## src/rtl/miriscv_timer_pkg.sv

```systemverilog
`default_nettype none
// ============================================================================
// Module  : miriscv_timer_pkg
// Brief   : Register indices, CTRL/STATUS bit positions and helpers shared by
//           the timer, the address decoder and the software headers.
// Revision: 1.0 - initial release
// ============================================================================
package miriscv_timer_pkg;

    // Register index, taken from addr[4:2]
    localparam logic [2:0] c_IDX_CTRL     = 3'd0;
    localparam logic [2:0] c_IDX_LOAD     = 3'd1;
    localparam logic [2:0] c_IDX_COUNT    = 3'd2;
    localparam logic [2:0] c_IDX_PRESCALE = 3'd3;
    localparam logic [2:0] c_IDX_STATUS   = 3'd4;

    // CTRL bit positions
    localparam int unsigned c_CTRL_EN          = 0;
    localparam int unsigned c_CTRL_AUTO_RELOAD = 1;
    localparam int unsigned c_CTRL_IRQ_EN      = 2;
    localparam int unsigned c_CTRL_W           = 3;

    // STATUS bit positions
    localparam int unsigned c_STATUS_PENDING   = 0;

    // CTRL register layout; member order matches the bit positions above
    typedef struct packed {
        logic irq_en;       // [2]
        logic auto_reload;  // [1]
        logic en;           // [0]
    } ctrl_t;

    // Replace each byte of old_val whose enable is set with the new byte
    function automatic logic [31:0] byte_merge(input logic [31:0] old_val,
                                               input logic [31:0] new_val,
                                               input logic [3:0]  be);
        logic [31:0] merged;
        merged = old_val;
        for (int i = 0; i < 4; i++) begin
            if (be[i]) begin
                merged[8*i +: 8] = new_val[8*i +: 8];
            end
        end
        return merged;
    endfunction

endpackage
`default_nettype wire

```

## src/rtl/miriscv_timer_if.sv

```systemverilog
`default_nettype none
// ============================================================================
// Module  : miriscv_timer_if
// Brief   : Data-bus slave port of the timer (request, write strobe, byte
//           enables, address, write data and registered read data).
// Revision: 1.0 - initial release
// ============================================================================
interface miriscv_timer_if;

    logic        req_i;
    logic        we_i;
    logic [3:0]  be_i;
    logic [31:0] addr_i;
    logic [31:0] wdata_i;
    logic [31:0] rdata_o;

    // Bus side (core / decoder)
    modport master (
        output req_i,
        output we_i,
        output be_i,
        output addr_i,
        output wdata_i,
        input  rdata_o
    );

    // Timer side
    modport slave (
        input  req_i,
        input  we_i,
        input  be_i,
        input  addr_i,
        input  wdata_i,
        output rdata_o
    );

endinterface
`default_nettype wire

```

## src/rtl/miriscv_timer_prescaler.sv

```systemverilog
`default_nettype none
// ============================================================================
// Module  : miriscv_timer_prescaler
// Brief   : Free-running divider; counts 0..limit while enabled and emits a
//           one-cycle tick on the cycle it equals limit, then wraps to 0.
// Revision: 1.0 - initial release
// ============================================================================
module miriscv_timer_prescaler #(
    parameter int unsigned PRESCALE_W = 16
) (
    input  wire logic                  clk_i,
    input  wire logic                  rst_i,
    input  wire logic                  en,
    input  wire logic [PRESCALE_W-1:0] limit,
    input  wire logic                  clear,
    output logic                       tick
);

    logic [PRESCALE_W-1:0] cnt_q;
    logic [PRESCALE_W-1:0] cnt_d;

    // A limit of 0 makes every enabled cycle a tick
    assign tick = en & (cnt_q == limit);

    // Next count: clear wins, otherwise advance/wrap only while enabled
    always_comb begin
        cnt_d = cnt_q;
        if (clear) begin
            cnt_d = '0;
        end else if (en) begin
            cnt_d = tick ? '0 : cnt_q + PRESCALE_W'(1);
        end
    end

    // Counter register
    always_ff @(posedge clk_i) begin
        if (rst_i) begin
            cnt_q <= '0;
        end else begin
            cnt_q <= cnt_d;
        end
    end

endmodule
`default_nettype wire

```

## src/rtl/miriscv_timer.sv

```systemverilog
`default_nettype none
// ============================================================================
// Module  : miriscv_timer
// Brief   : Memory-mapped down-counting timer with prescaler, one-shot or
//           auto-reload mode and a level interrupt request.
// Revision: 1.0 - initial release
// ============================================================================
module miriscv_timer
    import miriscv_timer_pkg::*;
#(
    parameter int unsigned PRESCALE_W = 16,
    parameter logic [31:0] RESET_LOAD = 32'h0
) (
    input  wire logic         clk_i,
    input  wire logic         rst_i,
    miriscv_timer_if.slave    bus,
    output logic              int_req_o,
    input  wire logic         int_fin_i
);

    // Architectural state
    ctrl_t                 ctrl_q,     ctrl_d;
    logic [31:0]           load_q,     load_d;
    logic [31:0]           count_q,    count_d;
    logic [PRESCALE_W-1:0] prescale_q, prescale_d;
    logic                  pending_q,  pending_d;
    logic [31:0]           rdata_q,    rdata_d;

    logic                  w_wr;
    logic                  w_rd;
    logic [2:0]            w_idx;
    logic                  w_tick;
    logic                  w_underflow;
    logic                  w_psc_clear;
    logic                  w_pending_clr;
    logic [31:0]           w_rdata_sel;
    logic                  unused_addr;

    assign w_wr  = bus.req_i & bus.we_i;
    assign w_rd  = bus.req_i & ~bus.we_i;
    assign w_idx = bus.addr_i[4:2];

    // Only word index bits take part in decoding
    assign unused_addr = ^{bus.addr_i[31:5], bus.addr_i[1:0]};

    // Prescaler; a LOAD write restarts the prescale period
    miriscv_timer_prescaler #(
        .PRESCALE_W (PRESCALE_W)
    ) u_prescaler (
        .clk_i (clk_i),
        .rst_i (rst_i),
        .en    (ctrl_q.en),
        .limit (prescale_q),
        .clear (w_psc_clear),
        .tick  (w_tick)
    );

    assign w_underflow = w_tick & (count_q == 32'd0);

    // Read multiplexer over the current register contents
    always_comb begin
        w_rdata_sel = 32'd0;
        case (w_idx)
            c_IDX_CTRL:     w_rdata_sel = 32'(ctrl_q);
            c_IDX_LOAD:     w_rdata_sel = load_q;
            c_IDX_COUNT:    w_rdata_sel = count_q;
            c_IDX_PRESCALE: w_rdata_sel = 32'(prescale_q);
            c_IDX_STATUS:   w_rdata_sel = {31'd0, pending_q};
            default:        w_rdata_sel = 32'd0;
        endcase
    end

    // Next-state: counter update on tick first, software writes override it
    always_comb begin
        ctrl_d        = ctrl_q;
        load_d        = load_q;
        count_d       = count_q;
        prescale_d    = prescale_q;
        rdata_d       = rdata_q;
        w_psc_clear   = 1'b0;
        w_pending_clr = int_fin_i;

        if (w_tick) begin
            if (count_q != 32'd0) begin
                count_d = count_q - 32'd1;
            end else if (ctrl_q.auto_reload) begin
                count_d = load_q;
            end else begin
                ctrl_d.en = 1'b0;   // one-shot: stop with COUNT parked at 0
            end
        end

        if (w_wr) begin
            case (w_idx)
                c_IDX_CTRL: begin
                    if (bus.be_i[0]) begin
                        ctrl_d = ctrl_t'(bus.wdata_i[c_CTRL_W-1:0]);
                    end
                end
                c_IDX_LOAD: begin
                    load_d      = byte_merge(load_q, bus.wdata_i, bus.be_i);
                    count_d     = load_d;
                    w_psc_clear = 1'b1;
                end
                c_IDX_COUNT: begin
                    count_d = byte_merge(count_q, bus.wdata_i, bus.be_i);
                end
                c_IDX_PRESCALE: begin
                    prescale_d = PRESCALE_W'(byte_merge(32'(prescale_q),
                                                        bus.wdata_i, bus.be_i));
                end
                c_IDX_STATUS: begin
                    if (bus.be_i[0] && bus.wdata_i[c_STATUS_PENDING]) begin
                        w_pending_clr = 1'b1;
                    end
                end
                default: begin
                end
            endcase
        end

        // A new underflow beats any clear arriving in the same cycle
        pending_d = w_underflow | (pending_q & ~w_pending_clr);

        if (w_rd) begin
            rdata_d = w_rdata_sel;
        end
    end

    // Register bank
    always_ff @(posedge clk_i) begin
        if (rst_i) begin
            ctrl_q     <= '0;
            load_q     <= RESET_LOAD;
            count_q    <= RESET_LOAD;
            prescale_q <= '0;
            pending_q  <= 1'b0;
            rdata_q    <= 32'd0;
        end else begin
            ctrl_q     <= ctrl_d;
            load_q     <= load_d;
            count_q    <= count_d;
            prescale_q <= prescale_d;
            pending_q  <= pending_d;
            rdata_q    <= rdata_d;
        end
    end

    assign bus.rdata_o = rdata_q;
    assign int_req_o   = pending_q & ctrl_q.irq_en;

endmodule
`default_nettype wire

```

## src/flat_wrapper.sv

```systemverilog
// flat-port wrapper written by rule: the top's interface ports become plain ports
module miriscv_timer_flat import miriscv_timer_pkg::*;
#(
    parameter int unsigned PRESCALE_W = 16,
    parameter logic [31:0] RESET_LOAD = 32'h0
)
  (clk_i, rst_i, int_req_o, int_fin_i, bus_req_i, bus_we_i, bus_be_i, bus_addr_i, bus_wdata_i, bus_rdata_o);
  miriscv_timer_if bus_i ();
  input  wire logic clk_i;
  input  wire logic rst_i;
  output logic int_req_o;
  input  wire logic int_fin_i;
  input wire logic [$bits(bus_i.req_i)-1:0] bus_req_i;
  input wire logic [$bits(bus_i.we_i)-1:0] bus_we_i;
  input wire logic [$bits(bus_i.be_i)-1:0] bus_be_i;
  input wire logic [$bits(bus_i.addr_i)-1:0] bus_addr_i;
  input wire logic [$bits(bus_i.wdata_i)-1:0] bus_wdata_i;
  output wire logic [$bits(bus_i.rdata_o)-1:0] bus_rdata_o;
  assign bus_i.req_i = bus_req_i;
  assign bus_i.we_i = bus_we_i;
  assign bus_i.be_i = bus_be_i;
  assign bus_i.addr_i = bus_addr_i;
  assign bus_i.wdata_i = bus_wdata_i;
  assign bus_rdata_o = bus_i.rdata_o;
  miriscv_timer #(.PRESCALE_W(PRESCALE_W), .RESET_LOAD(RESET_LOAD)) u_core (.clk_i(clk_i), .rst_i(rst_i), .bus(bus_i), .int_req_o(int_req_o), .int_fin_i(int_fin_i));
endmodule
```

## config.mk

```make
export PLATFORM = sky130hd
export DESIGN_NAME = miriscv_timer_flat
export DESIGN_NICKNAME = d
export VERILOG_FILES = /design/src/rtl/miriscv_timer_pkg.sv /design/src/rtl/miriscv_timer_if.sv /design/src/rtl/miriscv_timer_prescaler.sv /design/src/rtl/miriscv_timer.sv /design/src/flat_wrapper.sv
export SDC_FILE = /design/constraint.sdc
export NUM_CORES = 1
export LEC_CHECK = 0
export BUFFER_PORTS_ARGS = -buffer_cell sky130_fd_sc_hd__clkbuf_2
export CAP_MARGIN = 10
export CORE_MARGIN = 10
export CORE_UTILIZATION = 52
export DETAILED_ROUTE_END_ITERATION = 16
export GPL_TIMING_DRIVEN = 1
export HOLD_SLACK_MARGIN = 0.12
export PLACE_DENSITY_LB_ADDON = 0.05
export SETUP_SLACK_MARGIN = 0.4
export SLEW_MARGIN = 20
export SYNTH_ARGS = -nofsm -noshare
export SYNTH_HDL_FRONTEND = slang
export SYNTH_SLANG_ARGS = --single-unit
export TNS_END_PERCENT = 20
```

## constraint.sdc

```tcl
create_clock -name clk_i -period 4 [get_ports clk_i]
set_input_delay 0.6 -clock clk_i [delete_from_list [all_inputs] [get_ports clk_i]]
set_output_delay 0.6 -clock clk_i [all_outputs]
set_load 0.03 [all_outputs]
```

==> results of run 1 <==
[flip-flops by register name (all words and copies together) (netlist names)]
name,count
u_core.bus.rdata_o,32
u_core.count_q,32
u_core.ctrl_q,3
u_core.load_q,32
u_core.pending_q,1
u_core.prescale_q,16
u_core.u_prescaler.cnt_q,16
[power by group through the flow]
stage	sequential (mW)	clock [mW]	combinational, mW
6_report	1.35	1.68	0.655
5_1_grt	1.36	1.74	0.704
4_1_cts	1.35	1.68	0.635
3_5_place_dp	1.38	0	0.630
3_3_place_gp	1.38	0	0.633
2_1_floorplan	1.37	0	0.443
[layout make-up]
class                           count  area, um2  share of cell area (%)
Multi-Input combinational cell    769       4780                    53.2
Timing Repair Buffer              107        616                    6.85
Clock inverter                     13        181                    2.02
Clock buffer                       19        443                    4.93
Tap cell                          184        230                    2.56
Sequential cell                   132       2640                    29.4
Inverter                           26       97.6                    1.09
[metrics by stage]
stage / hold WS, ns / cell area [um2]
final: 0.428 / 8990
after global routing: 0.443 / 8990
after CTS: 0.424 / 8990
after detailed placement: 0.477 / 8360
after global placement: 0.469 / 8360
after floorplan: 0.454 / 7830
[worst max-delay path: stages, from the launching register on]
cell and delay [ns]:
dfxtp_1 0.36, or4_4 0.59, or4_1 0.69, buf_4 0.26
nor3_2 0.40, buf_4 0.28, or4_1 0.19, o221ai_1 0.13
a211oi_1 0.27
[routing by layer]
layer,global-route usage (%),wire length (um)
met4,8.74,664
met5,0,0
met2,37.8,11100
met1,37.1,11800
met3,6.60,3050
[cells in the mapped netlist (7+ instances only)]
library cell / n / area (um2)
o21ai_0: 58 / 290
nand4_1: 16 / 100
and2_1: 7 / 43.8
a31oi_1: 8 / 50.1
xor2_1: 26 / 228
a211oi_1: 9 / 67.6
o2111ai_1: 7 / 61.3
dfxtp_1: 132 / 2640
mux2i_1: 29 / 290
nand2_1: 84 / 315
a22o_1: 30 / 263
o22ai_1: 7 / 43.8
inv_1: 26 / 97.6
nand3_1: 51 / 255
mux2_2: 7 / 78.8
a2bb2oi_1: 8 / 70.1
clkbuf_1: 70 / 263
nand2b_1: 14 / 87.6
or4_1: 8 / 60.1
nor4_1: 23 / 144
a22oi_1: 35 / 263
a221oi_1: 7 / 61.3
xnor2_1: 8 / 70.1
nor2_1: 137 / 514
or3_1: 11 / 68.8
nor3_1: 27 / 135
o211ai_1: 15 / 113
a21oi_1: 53 / 265
[final timing paths]
path / start / to / slack [ns] / cells after the start
hold reg to reg: u_core.bus.rdata_o[0] / u_core.bus.rdata_o[0] / 0.48 / 2
hold / removal: bus_wdata_i[21] / u_core.load_q[21] / 0.43 / 3
setup reg to reg: u_core.count_q[16] / u_core.count_q[14] / 0.74 / 8
setup / recovery: u_core.count_q[16] / u_core.count_q[14] / 0.74 / 8
[cells by family (layout without fill, tap and decap cells)]
kind of cell / after synthesis / count (layout) / synth area share [%]
AO/OA/AOI/OAI: 285 / 285 / 25.5
XOR/XNOR: 34 / 34 / 3.81
adder cells (fa/ha/maj): 3 / 3 / 0.480
buffers and inverters: 107 / 165 / 5.36
flip-flops: 132 / 132 / 33.8
multiplexers: 39 / 39 / 5.58
AND/OR/NAND/NOR: 408 / 408 / 25.5
==> impl_summary.txt, run 1 <==
----------------------------------------------------
[Finish]
  Count of filler cells inserted in the layout ... between 1000 and 1500
  Most frequent cells in the layout ... 135 x nor2_1, 132 x dfxtp_1, 84 x nand2_1
  Number of diodes added for antenna fixing ... 0
  Layout overhead on the synthesized area ... 14.9%
  Ratio of cells with drive above 1 in the final layout ... between 10% and 20%
  Post-layout util ... 61.4%
  Commonest non-fill, non-tap cell in the layout ... nor2_1
  Count of nets after finishing ... 1129
  Final cell count without fillers ... approximately 1300

[STA]
  Maximum clock frequency ... between 300 and 400 MHz
  Number of hold violations in the final report ... 0
  RSZ-0062 raised after global routing ... false
  Worst path setup slack after routing ... about 0.74 ns
  Shortest period the worst path allows ... about 3.3 ns
  Clock skew ... approximately 0.010 ns
  Final-layout setup total negative slack ... 0 ns
  Pin slew with the least headroom to its limit ... between 0.7 and 0.8 ns
  Count of final max-slew check failures ... 0
  Relative slew slack ... 49.8%
  Final setup violation count ... 0
  Fin crit share ... between 80% and 90%

[Status]
  Status ... finished, final reports clean

[Power]
  Sequential group share of total power ... 36.7%
  Clock Power Share ... a little under half
  Switching share of power ... 29.4%
  Cell internal power dissipation ... about 2.6 mW
  Leak ... roughly 3.6 nW
  Power after layout ... 3.69 mW
  Cell area power density ... 410 nW/um2
  Psw ... ~1.1 mW
  Combinational share of power ... around 18%
  Maximum ir drop on the vdd rail ... 0.306 mV

[Clocking]
  Hold buffer count at CTS ... 0
  Clock tree from TritonCTS ... done
  Number of instances resized during post-cts repair ... 0
  Clock root cell ... clkbuf_16
  H-tree levels ... 4
  Clk buf depth ... 2
  Num Clock Sinks ... ~130
  Number of post-CTS setup repair buffers ... 0
  Clock buffer count from CTS ... 17
  Clock insertion delay at the later pin of the skew report ... roughly 0.43 ns
  Clock-pin slew on the worst setup and hold paths ... 0.06 ns

[Routing]
  Count of unresolved DRC violations after routing ... 0
  Vias after detailed routing ... between 8000 and 9000
  DR iter-0 viols ... 985
  Detailed-routing iteration count for the pre-antenna-repair pass ... 7
  Detail Route Antenna Nets ... 0
  Detailed-route wire length ... between 20000 and 30000 um
  Average wire length per cell after detail routing ... about 21 um
  Avg Vias per Cell ... 6.63

[Place]
  Worst slack, placed ... 0.844 ns
  RePlAce Congestion ... just under 1
  Final HPWL DP ... roughly 19000 um
  Post-Place Cells ... roughly 1200
  PortBufs ... 76

[Global route]
  Number of global-route vias before repair ... between 7000 and 8000
  Initial antenna violation count ... 0
  Largest net degree at the start of global routing ... 63
  Total global-route track usage ... 26.2%
  Wire length of the first global-routing pass ... approximately 43000 um
  Total congestion overflow after global routing ... 0

[Logic synthesis]
  Count of state elements after synthesis ... between 100 and 150
  Total number of yosys warnings ... 0
  Share of flip-flops with an asynchronous set or reset ... 0%
  Gate Count Post-Synth ... roughly 1000
  Mapped Avg Cell Area ... between 7 and 8 um2
  Top flip-flop cell by instance count after synthesis ... dfxtp_1
  Number of nets in the synthesized netlist ... about 1100
  Number of synthesized flops with an enable pin ... 0
  Cell area after technology mapping ... ~7800 um2
  Unique cell type count in the Yosys netlist ... 72
  Portion of the post-synthesis area used by sequential elements ... between 30 and 40%

[Critical path]
  Crit Path Category ... flop to flop
  Arrival time worst endpoint ... about 3.6 ns
  CP required ... ~4.3 ns
  Highest fanout seen on the critical path ... 13
  Nature of the critical path endpoint ... flop
  Kind of launch point of the worst setup path ... flop

[Worst hold path]
  Worst hold path class ... primary input to flop

[Die]
  Standard cell core area ... roughly 15000 um2
  DIE AREA ... just over 20000 um2
  # IOs ... ~110
  Horizontal die dimension ... 143 um
  Effective utilization at floorplan ... a little over half
  Die height ... approximately 140 um
  Core Rows ... 44

[Run]
  Max Cap Violations ... 0

----------------------------------------------------
Note: power is estimated with default switching activity, not from simulation.
==> inputs of run 2 (changes only) <==
--- a/config.mk
+++ b/config.mk
@@ -5,6 +5,7 @@
 export SDC_FILE = /design/constraint.sdc
 export NUM_CORES = 1
 export LEC_CHECK = 0
+export ABC_AREA = 1
 export BUFFER_PORTS_ARGS = -buffer_cell sky130_fd_sc_hd__clkbuf_2
 export CAP_MARGIN = 10
 export CORE_MARGIN = 10
==> constraint.sdc (replaced) <==
create_clock -name clk_i -period 3.14 [get_ports clk_i]
set_input_delay 0.471 -clock clk_i [delete_from_list [all_inputs] [get_ports clk_i]]
set_output_delay 0.471 -clock clk_i [all_outputs]
set_load 0.03 [all_outputs]
==> run 2 against run 1 <==
Effect of this change: non-clock buffer count down 10; count of clock-buffer cells in the layout increased by 1; largest cell class unchanged; final area up 1.6%; clock power up 27%; clock skew down 0.0022 ns; global-route usage is 0.92 points lower; combinational power is 22% higher; routed wire length down 1.4%; sequential share of layout area decreased by 0.47 points; flip-flop and latch count did not move; register-to-register slack improved by 0.11 ns.
==> impl_summary.txt, run 2 <==
----------------------------------------------------
[Power]
  Psw ... 1.39 mW (+29%)
  Cell area power density ... 510 nW/um2 (+24%)
  Combinational share of power ... 17.2% (-0.6 points)
  Leak ... 3.67 nW (+0.83%)
  Clock Power Share ... 45.9% (+0.4 points)
  Cell internal power dissipation ... 3.27 mW (+26%)
  Switching share of power ... 29.8% (+0.49 points)
  Sequential group share of total power ... 36.9% (+0.2 points)
  Maximum ir drop on the vdd rail ... 0.418 mV (+37%)

[Clocking]
  Clock buffer count from CTS ... 17 (unchanged)
  Clk buf depth ... 2 (unchanged)
  Hold buffer count at CTS ... 0 (unchanged)
  Clock insertion delay at the later pin of the skew report ... 0.43 ns (about the same)
  Number of instances resized during post-cts repair ... 0 (unchanged)
  Clock root cell ... clkbuf_16
  Clock tree from TritonCTS ... done
  Num Clock Sinks ... 132 (unchanged)
  Clock-pin slew on the worst setup and hold paths ... 0.06 ns (about the same)
  Number of post-CTS setup repair buffers ... 0 (unchanged)
  H-tree levels ... 4 (unchanged)

[STA]
  Final setup violation count ... 0 (unchanged)
  Pin slew with the least headroom to its limit ... 0.895 ns (+0.149 ns)
  Final-layout setup total negative slack ... 0 ns (unchanged)
  Shortest period the worst path allows ... 2.29 ns (-0.967 ns)
  Maximum clock frequency ... 437 MHz (+42%)
  Number of hold violations in the final report ... 0 (unchanged)
  Count of final max-slew check failures ... 0 (unchanged)
  RSZ-0062 raised after global routing ... false
  Fin crit share ... 72.9% (-8.5 points)
  Relative slew slack ... 40.3% (-9.6 points)
  Clock skew ... 0.00813 ns (-0.00224 ns)

[Global route]
  Total global-route track usage ... 25.3% (-0.92 points)
  Total congestion overflow after global routing ... 0 (unchanged)
  Wire length of the first global-routing pass ... 41800 um (-2.1%)
  Largest net degree at the start of global routing ... 56 (-11%)
  Initial antenna violation count ... 0 (unchanged)
  Number of global-route vias before repair ... 7798 (+1.6%)

[Die]
  # IOs ... 106 (unchanged)
  Die height ... 144 um (+1.2%)
  Core Rows ... 45 (+2.3%)
  Standard cell core area ... 15200 um2 (+3.8%)
  Horizontal die dimension ... 144 um (+1.2%)
  DIE AREA ... 20800 um2 (+2.3%)
  Effective utilization at floorplan ... 52.9% (-0.56 points)

[Finish]
  Count of filler cells inserted in the layout ... 1515 (+11%)
  Count of nets after finishing ... 1428 (+26%)
  Number of diodes added for antenna fixing ... 0 (unchanged)
  Ratio of cells with drive above 1 in the final layout ... 13.6% (-2.6 points)
  Total non-filler cell area in the finished layout ... 9140 um2 (+1.6%)
  Commonest non-fill, non-tap cell in the layout ... nand2_1
  Layout overhead on the synthesized area ... 13.7%
  Final cell count without fillers ... 1553 (+24%)
  Most frequent cells in the layout ... 307 x nand2_1, 187 x a21oi_1, 132 x dfxtp_1

[Place]
  Final HPWL DP ... 18700 um (-0.88%)
  Post-Place Cell Area ... 8510 um2 (+1.8%)
  RePlAce Congestion ... 0.960 (-2.6%)
  PortBufs ... 76 (unchanged)
  Post-Place Cells ... 1521 (+25%)

[Logic synthesis]
  Dominant cell type by area after synthesis ... dfxtp_1
  Top flip-flop cell by instance count after synthesis ... dfxtp_1
  Dominant cells by area after synthesis ... dfxtp_1 33%, nand2_1 14%, a21oi_1 12%, o21ai_0 7.1%, nor2_1 6.0%
  Top cell type's share of synthesized area ... 32.9% (-0.89 points)
  Unique cell type count in the Yosys netlist ... 35 (-51%)
  Total number of yosys warnings ... 0 (unchanged)
  Count of state elements after synthesis ... 132 (unchanged)
  Most common cell in the synthesized netlist ... nand2_1
  Share of flip-flops with an asynchronous set or reset ... 0% (unchanged)
  Cell area after technology mapping ... 8040 um2 (+2.7%)
  Gate Count Post-Synth ... 1299 (+29%)
  Number of synthesized flops with an enable pin ... 0 (unchanged)
  Portion of the post-synthesis area used by sequential elements ... 32.9% (-0.89 points)
  Most common library cells after synthesis ... 307 x nand2_1, 187 x a21oi_1, 132 x dfxtp_1
  Mapped Avg Cell Area ... 6.19 um2 (-20%)
  Number of nets in the synthesized netlist ... 1375 (+27%)

[Run]
  Max Cap Violations ... 0 (unchanged)

[Routing]
  DR iter-0 viols ... 1041 (+5.7%)
  Detailed-routing iteration count for the pre-antenna-repair pass ... 7 (unchanged)
  Avg Vias per Cell ... 5.66 (-15%)
  Average wire length per cell after detail routing ... 16.9 um (-21%)
  Vias after detailed routing ... 8792 (+6.1%)
  Detail Route Antenna Nets ... 0 (unchanged)
  Detailed-route wire length ... 26300 um (-1.4%)
  Count of unresolved DRC violations after routing ... 0 (unchanged)

[Worst hold path]
  Worst hold path class ... primary input to flop
  Hold path startpoint ... int_fin_i
  Endpoint, Worst Hold ... u_core.pending_q
  Cell count of the worst hold path ... 4 (+1)

[Critical path]
  CP required ... 3.46 ns (-0.88 ns)
  End of the worst register-to-register path ... u_core.count_q[9]
  Kind of launch point of the worst setup path ... flop
  Nature of the critical path endpoint ... flop
  Startpoint of the lowest-slack register-to-register path ... u_core.count_q[0]
  Flop-to-flop setup slack ... 0.85 ns (+0.11 ns)
  Highest fanout seen on the critical path ... 25 (+12)
  Arrival time worst endpoint ... 2.61 ns (-0.99 ns)
  Cell depth of the worst flop-to-flop path ... 12 (+4)
  Crit Path Category ... flop to flop

[Status]
  Status ... finished, final reports clean

----------------------------------------------------
[run 2: cell types whose count changed after synthesis, sizes merged, moves of 35 or more]
cell   previous run  this run
nand2            84       314
inv              26       127
a21oi            53       187
o21ai            59       125
nand3            51        89
a22oi            35         0
[run 2: critical path, cell delays in order (launching register included)]
cell	delay [ns]
dfxtp_1	0.33
inv_1	0.15
ha_1	0.20
inv_1	0.06
nor3_1	0.17
nand3_1	0.15
nor2_4	0.23
buf_4	0.37
nand3_1	0.13
o21ai_0	0.13
nand2_1	0.09
nand3_1	0.10
a21oi_1	0.06
[run 2: logic make-up after synthesis]
| kind of cell | after synthesis | synth area share (%) |
|---|---|---|
| AOI/OAI and AO/OA | 350 | 22.6 |
| adders and majority gates | 3 | 0.467 |
| DFF | 132 | 32.9 |
| buffers and inverters | 193 | 9.85 |
| xor gates and xnor gates | 11 | 1.20 |
| and+or+nand+nor | 610 | 33.0 |
[run 2: how the worst max path moves through the flow]
stage	startpoint	end	slack, ns	depth (start not counted)
global route	u_core.count_q[0]	u_core.count_q[1]	0.68	11
global placement	bus_addr_i[4]	u_core.bus.rdata_o[23]	0.95	7
floorplan	u_core.count_q[0]	u_core.count_q[1]	1.45	12
finish	u_core.count_q[0]	u_core.count_q[9]	0.85	12
CTS	u_core.count_q[0]	u_core.count_q[9]	0.89	12
detailed placement	bus_addr_i[3]	u_core.bus.rdata_o[15]	0.94	8
[run 2: metrics by stage]
step	hold WS, ns	total power, mW	setup slack, ns	util (%)
2_1_floorplan	0.441	2.32	1.45	-
3_3_place_gp	0.450	2.53	0.954	56.0
3_5_place_dp	0.456	2.53	0.938	56.0
4_1_cts	0.319	4.67	0.893	60.1
5_1_grt	0.340	4.84	0.680	60.1
6_report	0.330	4.66	0.849	60.1
[run 2: final cells by class]
type,count,area [um2],share of cell area (%)
tap,188,235,2.57
clock buffer,20,447,4.89
timing repair buffer,97,538,5.89
sequential,132,2640,28.9
multi-input combinational,974,4610,50.4
inverter,130,488,5.34
clock inverter,12,180,1.97
[run 2: metal layers]
layer  GRT usage (%)  share of wire (%)
met5               0                  0
met4            7.55                1.4
met3            4.17                7.8
met2            37.4                 43
met1            36.6                 48
[run 2: power groups by stage]
stage / Combinational (mW) / Clock, mW / Sequential, mW
after floorplan: 0.572 / 0 / 1.75
after global placement: 0.773 / 0 / 1.76
after detailed placement: 0.777 / 0 / 1.76
after CTS: 0.782 / 2.16 / 1.72
after global routing: 0.876 / 2.24 / 1.72
final: 0.801 / 2.14 / 1.72
==> inputs of run 3 (changes only) <==
==> constraint.sdc (replaced) <==
create_clock -name clk_i -period 2 [get_ports clk_i]
set_input_delay 0.3 -clock clk_i [delete_from_list [all_inputs] [get_ports clk_i]]
set_output_delay 0.3 -clock clk_i [all_outputs]
set_load 0.03 [all_outputs]
==> run 3 against run 2 <==
Effect of this change: utilization grew 8.8 points; largest cell class unchanged; final area increased by 15%; critical path depth up 2; critical endpoint is now u_core.count_q[19]; flip-flop and latch count is the same; combinational power grew 130%; register-to-register slack worse by 0.70 ns; global-route usage increased by 1.9 points; hold slack worse by 0.17 ns; maximum frequency up 24%; critical path type unchanged.
==> impl_summary.txt, run 3 (same netlist as run 2, synthesis figures left out) <==
----------------------------------------------------
[STA]
  Count of final max-slew check failures ... 0 (unchanged)
  Shortest period the worst path allows ... 1.85 ns (-0.442 ns)
  Worst path setup slack after routing ... 0.151 ns (-0.698 ns)
  Maximum clock frequency ... 541 MHz (+24%)
  Relative slew slack ... 59.0% (+19 points)
  Pin slew with the least headroom to its limit ... 0.615 ns (-0.280 ns)
  Final-layout setup total negative slack ... 0 ns (unchanged)
  Number of hold violations in the final report ... 0 (unchanged)
  Clock skew ... 0.00663 ns (-0.00151 ns)
  RSZ-0062 raised after global routing ... true
  Fin crit share ... 92.4% (+19 points)
  Final setup violation count ... 0 (unchanged)

[Die]
  Core Rows ... 45 (unchanged)
  Horizontal die dimension ... 144 um (unchanged)
  Die height ... 144 um (unchanged)
  # IOs ... 106 (unchanged)
  Effective utilization at floorplan ... 52.9% (unchanged)
  Standard cell core area ... 15200 um2 (unchanged)
  DIE AREA ... 20800 um2 (unchanged)

[Place]
  Post-Place Cells ... 1575 (+3.6%)
  Worst slack, placed ... 0.0453 ns (-0.893 ns)
  RePlAce Congestion ... 0.941 (-1.9%)
  Post-Place Cell Area ... 8970 um2 (+5.4%)
  Final HPWL DP ... 19800 um (+6.3%)
  PortBufs ... 76 (unchanged)

[Finish]
  Post-layout util ... 68.9% (+8.8 points)
  Most frequent cells in the layout ... 292 x nand2_1, 181 x a21oi_1, 108 x o21ai_0
  Layout overhead on the synthesized area ... 30.3%
  Total non-filler cell area in the finished layout ... 10500 um2 (+15%)
  Commonest non-fill, non-tap cell in the layout ... nand2_1
  Number of diodes added for antenna fixing ... 0 (unchanged)
  Ratio of cells with drive above 1 in the final layout ... 26.1% (+13 points)
  Final cell count without fillers ... 1645 (+5.9%)
  Count of nets after finishing ... 1520 (+6.4%)

[Power]
  Leak ... 4.28 nW (+17%)
  Cell area power density ... 753 nW/um2 (+48%)
  Maximum ir drop on the vdd rail ... 0.711 mV (+70%)

[Clocking]
  Clock root cell ... clkbuf_16
  Clk buf depth ... 2 (unchanged)
  Clock-pin slew on the worst setup and hold paths ... 0.06 ns (about the same)
  Clock insertion delay at the later pin of the skew report ... 0.43 ns (about the same)
  Hold buffer count at CTS ... 0 (unchanged)
  H-tree levels ... 4 (unchanged)
  Clock buffer count from CTS ... 17 (unchanged)
  Num Clock Sinks ... 132 (unchanged)
  Clock tree from TritonCTS ... done

[Global route]
  Total congestion overflow after global routing ... 0 (unchanged)
  Number of global-route vias before repair ... 8571 (+9.9%)
  Largest net degree at the start of global routing ... 56 (unchanged)
  Total global-route track usage ... 27.2% (+1.9 points)
  Initial antenna violation count ... 0 (unchanged)
  Wire length of the first global-routing pass ... 44900 um (+7.6%)

[Routing]
  Detailed-routing iteration count for the pre-antenna-repair pass ... 6 (-1)
  Detail Route Antenna Nets ... 0 (unchanged)
  Vias after detailed routing ... 9518 (+8.3%)
  Avg Vias per Cell ... 5.79 (+2.2%)
  DR iter-0 viols ... 1073 (+3.1%)
  Count of unresolved DRC violations after routing ... 0 (unchanged)
  Detailed-route wire length ... 29200 um (+11%)
  Average wire length per cell after detail routing ... 17.8 um (+5.1%)

[Critical path]
  Highest fanout seen on the critical path ... 5 (-80%)
  Cells traversed along the worst timing path ... inv_2 -> nand2_1 -> nand2_1 -> nor2_2 -> nand2_2 -> nor2_4 -> nand2_2 -> nor2_4 -> buf_12 -> buf_12 -> clkbuf_16 -> nand3_2 -> nand2_1 -> a21oi_2
  Count of buffer and inverter cells on the critical path ... 4 (+1)
  Dominant delay contributor by cell family on the critical path ... simple AND/OR/NAND/NOR gates
  CP required ... 2.32 ns (-1.14 ns)
  Nature of the critical path endpoint ... flop
  Arrival time worst endpoint ... 2.17 ns (-0.44 ns)
  Delay of the slowest cell on the worst path ... 0.37 ns (about the same)
  Crit Path Category ... flop to flop
  Critical path's slowest cell ... dfxtp_4
  Cell seen most often among critical-path stages ... nand2_1
  Kind of launch point of the worst setup path ... flop

[Worst hold path]
  Worst hold path class ... primary input to flop

[Run]
  Max Cap Violations ... 0 (unchanged)

[Status]
  Status ... finished, final reports clean

----------------------------------------------------
## run 3: changes by cell type in the layout (fill, tap and decap cells not counted), moves of 8 or more
cell | before | now
inv_1 | 115 | 100
nor2_1 | 127 | 107
nand2_1 | 307 | 292
nand3_1 | 87 | 76
nand3_2 | 2 | 10
nand2_2 | 7 | 19
buf_12 | 0 | 10
nor2_4 | 8 | 23
dfxtp_2 | 0 | 25
buf_4 | 21 | 92
dfxtp_1 | 132 | 102
inv_2 | 12 | 22
## run 3: final timing paths
check	from	endpoint	slack, ns	cells past startpoint
setup / recovery	u_core.u_prescaler.cnt_q[0]	u_core.count_q[19]	0.15	14
setup reg to reg	u_core.u_prescaler.cnt_q[0]	u_core.count_q[19]	0.15	14
hold reg to reg	u_core.bus.rdata_o[5]	u_core.bus.rdata_o[5]	0.46	2
hold / removal	int_fin_i	u_core.pending_q	0.16	4
## run 3: what timing repair did
action / 4_1_cts / 5_1_grt
cloned: 6 / 1
gates resized for setup: 97 / 63
pin swaps: 12 / 19
setup endpoints to repair: 50 / 50
buffers inserted: 23 / 8
## run 3: per-layer routing
| layer | vias up | GRT usage [%] | wire length, um |
|---|---|---|---|
| met1 | 4294 | 37.3 | 12400 |
| met4 | 0 | 7.82 | 769 |
| met3 | 80 | 7.08 | 3530 |
| met2 | 534 | 41.1 | 12500 |
| li1 | 4610 | - | - |
| met5 | - | 0 | 0 |
## run 3: layout make-up
class	count	area (um2)
sequential	132	2690
inverter	130	510
multi-input combinational	975	4950
timing repair buffer	188	1450
clock buffer	19	453
clock inverter	13	171
tap	188	235
fill	1334	4730
## run 3: worst register-to-register path, cell delays in order, from the launching register on
cell and delay, ns:
dfxtp_4 0.37, inv_2 0.04, nand2_1 0.04, nand2_1 0.06
nor2_2 0.16, nand2_2 0.09, nor2_4 0.12, nand2_2 0.09
nor2_4 0.16, buf_12 0.14, buf_12 0.11, clkbuf_16 0.15
nand3_2 0.07, nand2_1 0.09, a21oi_2 0.05
## run 3: stage by stage
step / hold WS [ns] / power [mW]
floorplan: 0.441 / 3.67
global placement: 0.449 / 4.09
detailed placement: 0.454 / 4.10
CTS: 0.155 / 7.72
global route: 0.172 / 8.16
finish: 0.160 / 7.89
## run 3: power breakdown
group	internal (mW)	total, mW	switching (mW)	leakage [nW]
Combinational	0.701	1.85	1.15	2.91
Sequential	2.66	2.70	0.0363	1.08
Clock	2.04	3.34	1.30	0.295
Total	5.41	7.89	2.48	4.28
